===== config.mk =====
export PLATFORM = sky130hd
export DESIGN_NAME = fifo_stream_reader_flat
export DESIGN_NICKNAME = d
export VERILOG_FILES = /design/src/rtl/fifo_reader_pkg.sv /design/src/rtl/fifo_stream_reader_if.sv /design/src/rtl/fifo_reader_buf.sv /design/src/rtl/fifo_stream_reader.sv /design/src/flat_wrapper.sv
export SDC_FILE = /design/constraint.sdc
export NUM_CORES = 1
export LEC_CHECK = 0
export BUFFER_PORTS_ARGS = -buffer_cell sky130_fd_sc_hd__buf_2
export CORE_UTILIZATION = 60
export CTS_CLUSTER_DIAMETER = 120
export DETAILED_ROUTE_END_ITERATION = 6
export GPL_ROUTABILITY_DRIVEN = 0
export PLACE_DENSITY = 0.87
export SYNTH_ARGS = -nofsm -noshare
export SYNTH_HDL_FRONTEND = slang
export SYNTH_SLANG_ARGS = --single-unit

===== constraint.sdc =====
create_clock -name clk -period 7.4 [get_ports clk]
set_input_delay 0.37 -clock clk [delete_from_list [all_inputs] [get_ports clk]]
set_output_delay 0.37 -clock clk [all_outputs]
set_load 0.1 [all_outputs]

===== src/rtl/fifo_reader_pkg.sv =====
// Shared types and sizing for the FIFO stream reader.
// Latency: n/a (declarations only).
// Backpressure: n/a.
package fifo_reader_pkg;

    typedef enum logic [1:0] {
        IDLE  = 2'd0,
        RUN   = 2'd1,
        DRAIN = 2'd2,
        DONE  = 2'd3
    } rd_state_e;

    localparam int BUF_DEPTH  = 2;
    localparam int STAT_WIDTH = 16;

endpackage


===== src/rtl/fifo_stream_reader_if.sv =====
// Bundles the control, FIFO read side and downstream stream of the reader (stat_words under FIFO_READER_STATS_EN).
// Latency: n/a (wiring only).
// Backpressure: m_ready from the sink; fifo_empty from the source FIFO.
interface fifo_stream_reader_if #(
    parameter int DATA_WIDTH = 8,
    parameter int LEN_WIDTH  = 8
);
    import fifo_reader_pkg::*;

    logic                  start;
    logic [LEN_WIDTH-1:0]  burst_len;
    logic                  busy;
    logic                  done;
    logic                  fifo_rd_en;
    logic [DATA_WIDTH-1:0] fifo_dout;
    logic                  fifo_empty;
    logic                  m_valid;
    logic                  m_ready;
    logic [DATA_WIDTH-1:0] m_data;
`ifdef FIFO_READER_STATS_EN
    logic [STAT_WIDTH-1:0] stat_words;
`endif

    modport master (
        input  start, burst_len, fifo_dout, fifo_empty, m_ready,
`ifdef FIFO_READER_STATS_EN
        output stat_words,
`endif
        output busy, done, fifo_rd_en, m_valid, m_data
    );

    modport slave (
        output start, burst_len, fifo_dout, fifo_empty, m_ready,
`ifdef FIFO_READER_STATS_EN
        input  stat_words,
`endif
        input  busy, done, fifo_rd_en, m_valid, m_data
    );

endinterface


===== src/rtl/fifo_reader_buf.sv =====
// Two-entry output skid buffer between FIFO read data and the downstream stream.
// Latency: a write is visible at head one cycle later; pop frees an entry at the same edge.
// Backpressure: a write while full is dropped unless a pop happens in the same cycle.
module fifo_reader_buf
    import fifo_reader_pkg::*;
#(
    parameter int DATA_WIDTH = 8
) (
    input  logic                  clk,
    input  logic                  rst,
    input  logic                  wr_en,
    input  logic [DATA_WIDTH-1:0] wr_data,
    input  logic                  pop,
    output logic [DATA_WIDTH-1:0] head,
    output logic [1:0]            count
);

    localparam logic [1:0] FULL = 2'(BUF_DEPTH);

    logic [DATA_WIDTH-1:0] mem [BUF_DEPTH];
    logic                  rd_ptr;
    logic                  wr_ptr;
    logic                  do_wr;
    logic                  do_pop;

    assign do_pop = pop && (count != 2'd0);
    assign do_wr  = wr_en && ((count != FULL) || do_pop);
    assign head   = mem[rd_ptr];

    always_ff @(posedge clk) begin
        if (rst) begin
            for (int i = 0; i < BUF_DEPTH; i++) begin
                mem[i] <= '0;
            end
            rd_ptr <= 1'b0;
            wr_ptr <= 1'b0;
            count  <= 2'd0;
        end else begin
            if (do_wr) begin
                mem[wr_ptr] <= wr_data;
                wr_ptr      <= ~wr_ptr;
            end
            if (do_pop) begin
                rd_ptr <= ~rd_ptr;
            end
            case ({do_wr, do_pop})
                2'b10:   count <= count + 2'd1;
                2'b01:   count <= count - 2'd1;
                default: count <= count;
            endcase
        end
    end

endmodule


===== src/rtl/fifo_stream_reader.sv =====
// Reads burst_len words from a FIFO and streams them out on valid/ready; FIFO_READER_STATS_EN adds stat_words.
// Latency: first m_valid two cycles after the first fifo_rd_en, then 1 word/cycle.
// Backpressure: reads are throttled so at most two words are ever buffered or in flight.
module fifo_stream_reader
    import fifo_reader_pkg::*;
#(
    parameter int DATA_WIDTH = 8,
    parameter int LEN_WIDTH  = 8
) (
    input  logic                 clk,
    input  logic                 rst,
    fifo_stream_reader_if.master bus
);

    localparam logic [LEN_WIDTH-1:0] LEN_ONE  = LEN_WIDTH'(1);
    localparam logic [2:0]           OCC_MAX  = 3'(BUF_DEPTH - 1);

    rd_state_e             state;
    logic [LEN_WIDTH-1:0]  issue_left;
    logic [LEN_WIDTH-1:0]  deliver_left;
    logic                  pending;
    logic [1:0]            buf_count;
    logic                  busy_r;
    logic                  done_r;
    logic                  hs;
    logic                  rd_en;
    logic [2:0]            occ_next;

    assign hs = bus.m_valid && bus.m_ready;

    // Occupancy after this edge; a new read lands one edge later, so it must leave room.
    assign occ_next = {1'b0, buf_count} + {2'b00, pending} - {2'b00, hs};
    assign rd_en    = (state == RUN) && !bus.fifo_empty && (issue_left != '0) && (occ_next <= OCC_MAX);

    assign bus.fifo_rd_en = rd_en;
    assign bus.m_valid    = (buf_count != 2'd0);
    assign bus.busy       = busy_r;
    assign bus.done       = done_r;

    fifo_reader_buf #(
        .DATA_WIDTH (DATA_WIDTH)
    ) u_buf (
        .clk     (clk),
        .rst     (rst),
        .wr_en   (pending),
        .wr_data (bus.fifo_dout),
        .pop     (hs),
        .head    (bus.m_data),
        .count   (buf_count)
    );

    always_ff @(posedge clk) begin
        if (rst) begin
            state        <= IDLE;
            issue_left   <= '0;
            deliver_left <= '0;
            pending      <= 1'b0;
            busy_r       <= 1'b0;
            done_r       <= 1'b0;
        end else begin
            pending <= rd_en;
            done_r  <= 1'b0;
            case (state)
                IDLE: begin
                    if (bus.start) begin
                        issue_left   <= bus.burst_len;
                        deliver_left <= bus.burst_len;
                        if (bus.burst_len == '0) begin
                            state  <= DONE;
                            done_r <= 1'b1;
                        end else begin
                            state  <= RUN;
                            busy_r <= 1'b1;
                        end
                    end
                end
                RUN: begin
                    if (rd_en) begin
                        issue_left <= issue_left - LEN_ONE;
                        if (issue_left == LEN_ONE) begin
                            state <= DRAIN;
                        end
                    end
                    if (hs) begin
                        deliver_left <= deliver_left - LEN_ONE;
                    end
                end
                DRAIN: begin
                    if (hs) begin
                        deliver_left <= deliver_left - LEN_ONE;
                        if (deliver_left == LEN_ONE) begin
                            state  <= DONE;
                            busy_r <= 1'b0;
                            done_r <= 1'b1;
                        end
                    end
                end
                DONE: begin
                    state <= IDLE;
                end
                default: begin
                    state  <= IDLE;
                    busy_r <= 1'b0;
                end
            endcase
        end
    end

`ifdef FIFO_READER_STATS_EN
    localparam logic [STAT_WIDTH-1:0] STAT_ONE = STAT_WIDTH'(1);

    logic [STAT_WIDTH-1:0] stat_words;

    always_ff @(posedge clk) begin
        if (rst) begin
            stat_words <= '0;
        end else if (hs) begin
            stat_words <= stat_words + STAT_ONE;
        end
    end

    assign bus.stat_words = stat_words;
`endif

endmodule


===== src/flat_wrapper.sv =====
// flat-port wrapper written by rule: the top's interface ports become plain ports
module fifo_stream_reader_flat import fifo_reader_pkg::*;
#(
    parameter int DATA_WIDTH = 8,
    parameter int LEN_WIDTH  = 8
)
  (clk, rst, bus_start, bus_burst_len, bus_fifo_dout, bus_fifo_empty, bus_m_ready, bus_busy, bus_done, bus_fifo_rd_en, bus_m_valid, bus_m_data);
  fifo_stream_reader_if #(.DATA_WIDTH(DATA_WIDTH), .LEN_WIDTH(LEN_WIDTH)) bus_i ();
  input  logic clk;
  input  logic rst;
  input wire logic [$bits(bus_i.start)-1:0] bus_start;
  input wire logic [$bits(bus_i.burst_len)-1:0] bus_burst_len;
  input wire logic [$bits(bus_i.fifo_dout)-1:0] bus_fifo_dout;
  input wire logic [$bits(bus_i.fifo_empty)-1:0] bus_fifo_empty;
  input wire logic [$bits(bus_i.m_ready)-1:0] bus_m_ready;
  output wire logic [$bits(bus_i.busy)-1:0] bus_busy;
  output wire logic [$bits(bus_i.done)-1:0] bus_done;
  output wire logic [$bits(bus_i.fifo_rd_en)-1:0] bus_fifo_rd_en;
  output wire logic [$bits(bus_i.m_valid)-1:0] bus_m_valid;
  output wire logic [$bits(bus_i.m_data)-1:0] bus_m_data;
  assign bus_i.start = bus_start;
  assign bus_i.burst_len = bus_burst_len;
  assign bus_i.fifo_dout = bus_fifo_dout;
  assign bus_i.fifo_empty = bus_fifo_empty;
  assign bus_i.m_ready = bus_m_ready;
  assign bus_busy = bus_i.busy;
  assign bus_done = bus_i.done;
  assign bus_fifo_rd_en = bus_i.fifo_rd_en;
  assign bus_m_valid = bus_i.m_valid;
  assign bus_m_data = bus_i.m_data;
  fifo_stream_reader #(.DATA_WIDTH(DATA_WIDTH), .LEN_WIDTH(LEN_WIDTH)) u_core (.clk(clk), .rst(rst), .bus(bus_i));
endmodule

Word level (Yosys, flattened, before mapping)
Memories as Yosys holds them, arrays and structs flattened. A register that Yosys moved wholly into a read port is not among the register bits.
Index checks and enable logic that the tools add are counted.
{"block": "totals", "regBits": 25, "ramBits": 16, "input_bits": 21, "output_inout_bits": 12, "word_cells": 89, "mem_count": 1}
{"memory": "u_core.u_buf.mem", "depth": 2, "word_bits": 8, "rd": 1, "rd_clocked_by_memory_dff": 1, "wr": 2, "line": "fifo_reader_buf.sv:20", "source": "logic [DATA_WIDTH-1:0] mem [BUF_DEPTH];"}
{"block": "op_classes", "n_addsub": 6, "n_lt_le_gt_ge": 1, "eq_ne": 15, "n_mux": 33, "n_bitwise": 2, "reduce_logical": 22}
{"operator": "$mux W8", "n": 4}
{"operator": "$pmux W8 S2", "n": 2}
{"operator": "$mux W1", "n": 17}
{"operator": "$eq A8 B1 Y1 const B", "n": 2}
{"operator": "$sub A8 B1 Y8 const B", "n": 2}
{"operator": "$mux W2", "n": 6}
{"operator": "$ne A2 B2 Y1 const B", "n": 5}
{"operator": "$reduce_and A5 Y1", "n": 2}
{"operator": "$reduce_bool A2 Y1", "n": 5}
{"operator": "$logic_not A8 Y1", "n": 1}
{"operator": "$pmux W2 S4", "n": 1}
{"operator": "$reduce_bool A8 Y1", "n": 1}
{"operator": "$reduce_or A8 Y1", "n": 1}
{"operator": "$eq A2 B2 Y1 const B", "n": 3}
{"operator": "$logic_and A1 B1 Y1", "n": 6}
{"operator": "$ne A2 B1 Y1 const B", "n": 3}
{"operator": "$reduce_and A3 Y1", "n": 2}
{"operator": "$eq A2 B1 Y1 const B", "n": 2}
{"operator": "$pmux W1 S2", "n": 2}
{"operator": "$pmux W2 S2", "n": 1}
{"operator": "$add A2 B1 Y3", "n": 1}
{"operator": "$le A3 B1 Y1 const B", "n": 1}
{"operator": "$sub A3 B1 Y3", "n": 1}
{"operator": "$add A2 B1 Y2 const B", "n": 1}
{"operator": "other kinds (6)", "n": 7}

Longest topological paths before layout
Gate-level depths: netlist of the first run.
{"block": "logic_depth", "ltp_word": 10, "mapped_depth": 13, "mapped_depth_nobuf": 12}

Hierarchy
Synthesis of the first run repeated with hierarchy kept, for this count alone.
{"block": "hier_totals", "cells_unflattened": 253, "hier_area_um2": 2483.6}
{"mod": "fifo_stream_reader", "n_inst": 1, "cells_per_inst": 187, "area_per_inst_um2": 1530.2, "seq_area_each_um2": 420.4}
{"mod": "fifo_reader_buf", "n_inst": 1, "cells_per_inst": 66, "area_per_inst_um2": 953.4, "seq_area_each_um2": 580.6}

Worst setup path before layout of the first run
No wires, ideal clock.
{"block": "synth_timing", "kind": "register to output", "start": "reg u_core.u_buf.count[1]", "end": "out bus_fifo_rd_en", "t_arrival_ns": 2.755, "required_ns": 7.030, "setup_slack_ns": 4.275, "path_stages_with_launch": 13, "path_buffers": 1, "cell_sequence": "dfxtp_1 buf_6 o21ai_2 inv_1 ha_1 inv_1 ha_1 inv_1 fa_1 xor2_1 nor3b_4 nand3_1 inv_1"}
{"block": "synth_between", "elab_chain_cells": 5, "word_cells_on_any_way": 6, "classes_between": "add/sub (2); order compare (1); reduce/logical (3)"}
{"item": "start: declaration", "line": "fifo_reader_buf.sv:15", "source": "output logic [1:0] count"}
{"item": "start signal: assignment", "line": "fifo_reader_buf.sv:47", "source": "2'b10: count <= count + 2'd1;"}
{"item": "start signal: assignment", "line": "fifo_reader_buf.sv:48", "source": "2'b01: count <= count - 2'd1;"}
{"item": "start signal: assignment", "line": "fifo_reader_buf.sv:49", "source": "default: count <= count;"}
{"item": "parallel branches: the longest is 2 deep, another holds $add A2 B1 Y3"}
{"item": "$sub A3 B1 Y3 (*)", "line": "fifo_stream_reader.sv:32", "source": "assign occ_next = {1'b0, buf_count} + {2'b00, pending} - {2'b00, hs};"}
{"item": "$le A3 B1 Y1 (*)", "line": "fifo_stream_reader.sv:33", "source": "assign rd_en = (state == RUN) && !bus.fifo_empty && (issue_left != '0) && (occ_next <= OCC_MAX);"}
{"item": "$logic_and A1 B1 Y1 (*)", "line": "fifo_stream_reader.sv:33"}
{"item": "end: declaration", "line": "flat_wrapper.sv:18", "source": "output wire logic [$bits(bus_i.fifo_rd_en)-1:0] bus_fifo_rd_en;"}
Every way passes the cells marked *.

Worst setup path after layout of the first run
Same ends and word-level chain as after synthesis.

==> results.txt, run 1 <==
Slowest cell on crit path: dfxtp_1
Final setup violation count: 0
Global-route wire length before repair: 9.04 mm
Most prevalent standard cell on the critical path: inv_1
Number of fill cells: 282
Worst-case clock buffer depth: 2
Vertical die dimension: 65.3 um
Synth Flop Type: dfxtp_1
Clock transition at the registers of the reported paths: 80 ps
Utilization after layout: 71.8%
Sort of element at the start of the critical path: flip-flop
CTS-repair resized insts: 0
Startpoint of the most critical hold path: bus_fifo_dout[0]
Share of cells above drive strength 1: 19.7%
I/O Buffers: 32
Part of the total power dissipated in combinational logic: 53.0%
FF+latch count, synth: 42
Warning count from the yosys run: 0
Number of clock sinks: 42
Count of mapped cells out of synthesis: 264
Leakage power of the design: 1.10 nW
Worst vdd rail ir drop: 338 uV
Buffers inserted by post-CTS timing repair: 0
Die ar.: 4270 um2
Unrepaired setup endpoints after global routing: no
Worst r2r dst: u_core.issue_left[7]
Wire length after detailed routing: 5.60 mm
Largest stage delay on the critical path: 430 ps
Post-route fraction of the period consumed by the critical path: 48.6%
Post-placement setup slack: 4180 ps
Avg Inst Size Synth: 9.11 um2
Post-layout min period: 3600 ps
Fin Setup TNS: 0 ps
Internal power: 0.604 mW
CTS tree: done
Count of distinct cell types in the synthesized netlist: 55
Number of antenna diodes: 0
Max transition margin: 17.1%
Number of remaining DRC errors: 0
Detailed-route via count: 2152
Effective utilization at floorplan: 64.2%
Post-layout nets: 325
Number of global-route vias before repair: 1933
Worst-case hold path end point: u_core.u_buf.mem[1][0]
Largest fanout on the critical path: 8
Number of cells traversed by the worst hold path: 2
First-pass iteration count of the detailed router: 5
Post-route worst setup slack: 3800 ps
Kind of end point of the critical path: output port
Average detailed-routed wire length per instance: 16.4 um
Width of the die: 65.3 um
Switching component of the power: 0.518 mW
Global-route congestion overflow total: 0
Count of flip-flops with a built-in enable after synthesis: 16
Clk pwr share: 15.8%
WP data arrival: 3230 ps
Worst Reg-to-Reg Cells: 12
Maximum number of pins on one net before global-route repair: 30
Path type of the worst setup path: flip-flop to output port
Outcome: completed
Clock insertion delay at the later pin of the skew report: 290 ps
Buffer type at the clock tree root: clkbuf_8
Clk_skew: 5.16 ps
Total number of placement rows: 22
# Max-Cap Violations: 0
Hold buffer count at cts: 0
Proportion of synthesized chip area in sequential cells: 41.6%
Cell-by-cell listing of the critical path: o21ai_2 -> inv_1 -> ha_1 -> inv_1 -> ha_1 -> inv_1 -> fa_1 -> xor2_1 -> nor3b_4 -> nand3_1 -> inv_1 -> buf_2
Count of boundary I/O pins: 33
Clock buffers created by TritonCTS: 5
Proportion of register bits with asynchronous set or reset after synthesis: 0%
Type of the tightest min-delay check: primary input to flip-flop
Net count after synthesis: 296
Pwr Total: 1.12 mW
H-tree depth: 2
Pins Over Slew Limit: 0
Power density cells: 417 nW/um2
Drt initial violations: 225
Signed area change from the synthesized netlist to the final layout: 11.8%
Number of antenna violations at the first check in global routing: 0
Endpoint required time on the critical path: 7030 ps
Actual slew at the worst max-slew pin: 1230 ps
Seq pwr share: 31.2%
Number of vias per cell: 6.29
Remaining antenna violation count: 0
Highest clock rate: 278 MHz
Post-detail-place hpwl: 3.84 mm
Overall track demand over capacity in global routing: 27.5%
Placeable core region: 3740 um2
Launch instance of the worst register-to-register path: u_core.u_buf.count[1]
Total standard cell area after synthesis: 2400 um2
Register-to-register path setup slack: 4330 ps
Net switching share of the total power: 46.2%
Hold Fails Final Rpt: 0
-- cells by family after synthesis --
| family | after synthesis | share of synthesized area, % |
|---|---|---|
| simple gates | 97 | 21.7 |
| compound gates | 72 | 20.0 |
| flops | 42 | 41.6 |
| buf+inv | 29 | 4.94 |
| fa+ha+maj | 11 | 6.04 |
| mux | 10 | 4.58 |
| xor+xnor | 3 | 1.09 |
-- sequential cells by signal (all words and copies together), names as in the netlist, 2 cells and up, named ones only --
signal / cells
u_core.deliver_left: 8
u_core.issue_left: 8
u_core.state: 2
u_core.u_buf.count: 2
u_core.u_buf.mem: 16
-- critical path, delay by kind of cell, from the launching register on --
| kind | cells | cell delay, ps |
|---|---|---|
| AO/OA/AOI/OAI | 1 | 240 |
| XOR/XNOR | 1 | 180 |
| adder cells (fa/ha/maj) | 3 | 810 |
| buffers and inverters | 5 | 750 |
| flip-flops | 1 | 430 |
| AND/OR/NAND/NOR | 2 | 530 |
-- per-layer routing --
layer	track usage, %	up-vias	routed length, um
met5	0	-	0
met3	3.99	13	396
met2	45.2	106	2720
met1	36.5	1022	2380
li1	-	1011	-
met4	10.3	0	114
-- power groups by stage --
stage | clock [mW] | combinational [mW] | sequential, mW
after floorplan | 0 | 0.465 | 0.353
after CTS | 0.180 | 0.584 | 0.347
after global placement | 0 | 0.565 | 0.349
final | 0.177 | 0.595 | 0.350
after detailed placement | 0 | 0.576 | 0.352
after global routing | 0.189 | 0.651 | 0.358
-- worst max-delay path by stage --
stage	start	end	slack (ps)	cells after the start
3_3_place_gp	u_core.u_buf.count[1]	bus_fifo_rd_en	4290	12
5_1_grt	u_core.u_buf.count[1]	bus_fifo_rd_en	3630	12
2_1_floorplan	u_core.u_buf.count[1]	bus_fifo_rd_en	4270	12
6_report	u_core.u_buf.count[1]	bus_fifo_rd_en	3800	12
3_5_place_dp	u_core.u_buf.count[1]	bus_fifo_rd_en	4180	12
4_1_cts	u_core.u_buf.count[1]	bus_fifo_rd_en	3840	12
-- Yosys cell counts (all sizes together) (2+ instances only) --
cell type,instances,area share [%]
a211o,2,0.78
a211oi,6,2.1
a21o,3,0.99
a21oi,23,5.3
a311oi,2,0.99
a31oi,3,0.78
and2,16,4.2
and3,2,0.52
buf,3,0.88
clkbuf,7,1.1
dfxtp,26,22
edfxtp,16,20
ha,10,5.2
inv,19,3.0
mux2,8,3.7
mux2i,2,0.83
nand2,17,2.7
nand2b,6,1.6
nand3,4,0.83
nand4,2,0.52
nor2,21,3.3
nor2b,5,1.3
nor3,7,1.5
nor3b,4,1.7
nor4,4,1.0
o211ai,3,0.94
o21ai,17,3.7
o22ai,2,0.52
o311ai,2,0.73
o31ai,2,0.62
or2,2,0.52
or3,3,0.78
xor2,2,0.73
-- layout make-up --
type	instances	area [um2]	area share, %
Multi-Input combinational cell	193	1280	47.8
Inverter	19	71.3	2.65
Sequential cell	42	1000	37.2
Timing Repair Buffer	32	160	5.96
Clock buffer	6	72.6	2.70
Clock inverter	2	37.5	1.40
Tap cell	48	60.1	2.23
-- per-stage QoR --
stage	std cells	cell area (um2)	hold slack (ps)
after floorplan	264	2400	441
after global placement	334	2580	459
after detailed placement	334	2580	478
after CTS	342	2690	365
after global routing	342	2690	365
final	342	2690	362
-- layout by cell type, fill, tap and decap left out, drive strengths merged, types with 2 or more instances in the layout --
cell type	synthesis	layout
nor4	4	4
dfxtp	26	26
a21oi	23	23
o21ai	17	17
nor3	7	7
nand2	17	17
nand3	4	4
nor2b	5	5
xor2	2	2
a31oi	3	3
a21o	3	3
inv	19	19
o311ai	2	2
and3	2	2
or2	2	2
mux2	8	8
a311oi	2	2
edfxtp	16	16
o211ai	3	3
o31ai	2	2
o22ai	2	2
buf	3	32
clkbuf	7	6
a211o	2	2
nand2b	6	6
and2	16	16
nand4	2	2
mux2i	2	2
a211oi	6	6
or3	3	3
ha	10	10
nor2	21	21
nor3b	4	4
(Power assumes the default switching activity.)
==> run 2, diff against run 1 <==
--- a/config.mk
+++ b/config.mk
@@ -6,11 +6,11 @@
 export NUM_CORES = 1
 export LEC_CHECK = 0
 export BUFFER_PORTS_ARGS = -buffer_cell sky130_fd_sc_hd__buf_2
-export CORE_UTILIZATION = 60
+export CORE_UTILIZATION = 52
 export CTS_CLUSTER_DIAMETER = 120
 export DETAILED_ROUTE_END_ITERATION = 6
 export GPL_ROUTABILITY_DRIVEN = 0
-export PLACE_DENSITY = 0.87
+export PLACE_DENSITY = 0.8
 export SYNTH_ARGS = -nofsm -noshare
 export SYNTH_HDL_FRONTEND = slang
 export SYNTH_SLANG_ARGS = --single-unit
==> constraint.sdc (replaced) <==
create_clock -name clk -period 3.1 [get_ports clk]
set_input_delay 0.155 -clock clk [delete_from_list [all_inputs] [get_ports clk]]
set_output_delay 0.155 -clock clk [all_outputs]
set_load 0.1 [all_outputs]
==> run 2 against run 1 <==
  * Clock skew rose by 1.3 ps
  * Worst hold slack got worse by 230 ps
  * Largest cell class unchanged
  * Critical path type unchanged
  * Die area rose by 15%
==> results.txt, run 2 (synthesized netlist as in run 1, its figures left out) <==
Outcome: completed
Share of cells above drive strength 1: 21.4%
# Max-Cap Violations: 0
Global-route wire length before repair: 9.20 mm
Leakage power of the design: 1.13 nW
Post-route worst setup slack: 200 ps
Power density cells: 972 nW/um2
Detailed-route via count: 2080
Endpoint required time on the critical path: 2940 ps
Placeable core region: 4410 um2
Sort of element at the start of the critical path: flip-flop
Maximum number of pins on one net before global-route repair: 30
Cells after DPL: 341
Drt initial violations: 118
Clock buffers created by TritonCTS: 5
Buffer type at the clock tree root: clkbuf_8
Clock transition at the registers of the reported paths: 90 ps
Number of fill cells: 386
Post-route fraction of the period consumed by the critical path: 93.5%
Final-layout worst hold slack: 130 ps
Wire length after detailed routing: 5.28 mm
Worst vdd rail ir drop: 835 uV
Path type of the worst setup path: flip-flop to output port
H-tree depth: 2
Post-placement setup slack: 219 ps
Post-detail-place hpwl: 3.80 mm
Global-route congestion overflow total: 0
Overall track demand over capacity in global routing: 23.7%
Number of antenna violations at the first check in global routing: 0
Pins Over Slew Limit: 0
Largest fanout on the critical path: 8
Clock insertion delay at the later pin of the skew report: 300 ps
Remaining antenna violation count: 0
Actual slew at the worst max-slew pin: 772 ps
Vertical die dimension: 70.0 um
WP data arrival: 2740 ps
First-pass iteration count of the detailed router: 4
Number of clock sinks: 42
CTS tree: done
Highest clock rate: 345 MHz
Most common cell after layout, fill and taps aside: buf_2
Number of antenna diodes: 0
Total number of placement rows: 24
Number of vias per cell: 5.93
Die ar.: 4900 um2
Number of remaining DRC errors: 0
Largest register by flop count: u_core.u_buf.mem
Type of the tightest min-delay check: primary input to flip-flop
I/O Buffers: 32
Average detailed-routed wire length per instance: 15.0 um
Post-layout nets: 330
Post-layout min period: 2900 ps
Post-route non-filler standard cell count: 351
Top library cells by usage in the layout, fill and taps aside: buf_2, dfxtp_1, a21oi_1, nor2_1, inv_1
Clk_skew: 6.46 ps
Kind of end point of the critical path: output port
Number of global-route vias before repair: 1975
Count of boundary I/O pins: 33
Flip-flop count of the largest register after layout: 16
Effective utilization at floorplan: 54.5%
Hold Fails Final Rpt: 0
Final setup violation count: 0
Hold buffer count at cts: 0
Signed area change from the synthesized netlist to the final layout: 13.5%
Worst-case clock buffer depth: 2
Registers with the most flip-flops: u_core.u_buf.mem x16, u_core.deliver_left x8, u_core.issue_left x8
Max transition margin: 48.4%
Width of the die: 70.0 um
## run 2: through the flow
| stage | total power [mW] | cell area [um2] | utilization [%] | TNS [ps] |
|---|---|---|---|---|
| after CTS | 2.64 | 2720 | 61.6 | 0 |
| final | 2.65 | 2730 | 61.8 | 0 |
| after detailed placement | 2.26 | 2620 | 59.4 | 0 |
| after floorplan | 1.95 | 2400 | - | 0 |
| after global placement | 2.23 | 2620 | 59.4 | 0 |
| after global routing | 2.86 | 2730 | 61.8 | -0.959 |
## run 2: layer usage
metal  GRT usage [%]  part of all wire, %  vias to the layer above  wire length, um
met1            30.2                   43                      986             2300
met4            8.67                  2.9                        0              151
met5               0                    0                        -                0
li1                -                    -                     1016                -
met2            39.3                   49                       64             2570
met3            5.19                  4.9                       14              261
## run 2: worst max-delay path, cell delays in order (launching register included)
cell	delay, ps
dfxtp_1	390
o21ai_2	160
inv_1	100
ha_1	280
inv_1	60
ha_1	130
inv_1	40
fa_1	380
xor2_1	180
nor3b_4	220
nand3_1	160
inv_1	150
buf_12	180
## run 2: path summary, 6_finish.rpt
path                               start                     end  slack, ps  depth (start not counted)
setup / recovery   u_core.u_buf.count[0]          bus_fifo_rd_en        200                         12
hold / removal          bus_fifo_dout[5]  u_core.u_buf.mem[1][5]        130                          2
setup reg to reg   u_core.u_buf.count[0]    u_core.issue_left[0]        250                         13
hold reg to reg   u_core.deliver_left[1]  u_core.deliver_left[1]        480                          2
## run 2: repair_timing
item,4_1_cts,5_1_grt
pin swaps,1,1
setup endpoints to repair,1,3
gates resized for setup,0,1
setup buffers,1,1
## run 2: cell type report
cell class	instances	area, um2	share of cell area [%]
inverter	19	71.3	2.61
clock buffer	5	68.8	2.52
clock inverter	3	25.0	0.917
timing repair buffer	37	213	7.79
tap	52	65.1	2.38
sequential	42	1000	36.7
multi-input combinational	193	1280	47.1
## run 2: where the power goes
group | internal, mW | total (mW) | switching [mW] | leakage [nW]
Sequential | 0.707 | 0.834 | 0.127 | 0.379
Combinational | 0.522 | 1.45 | 0.925 | 0.702
Clock | 0.163 | 0.372 | 0.209 | 0.0447
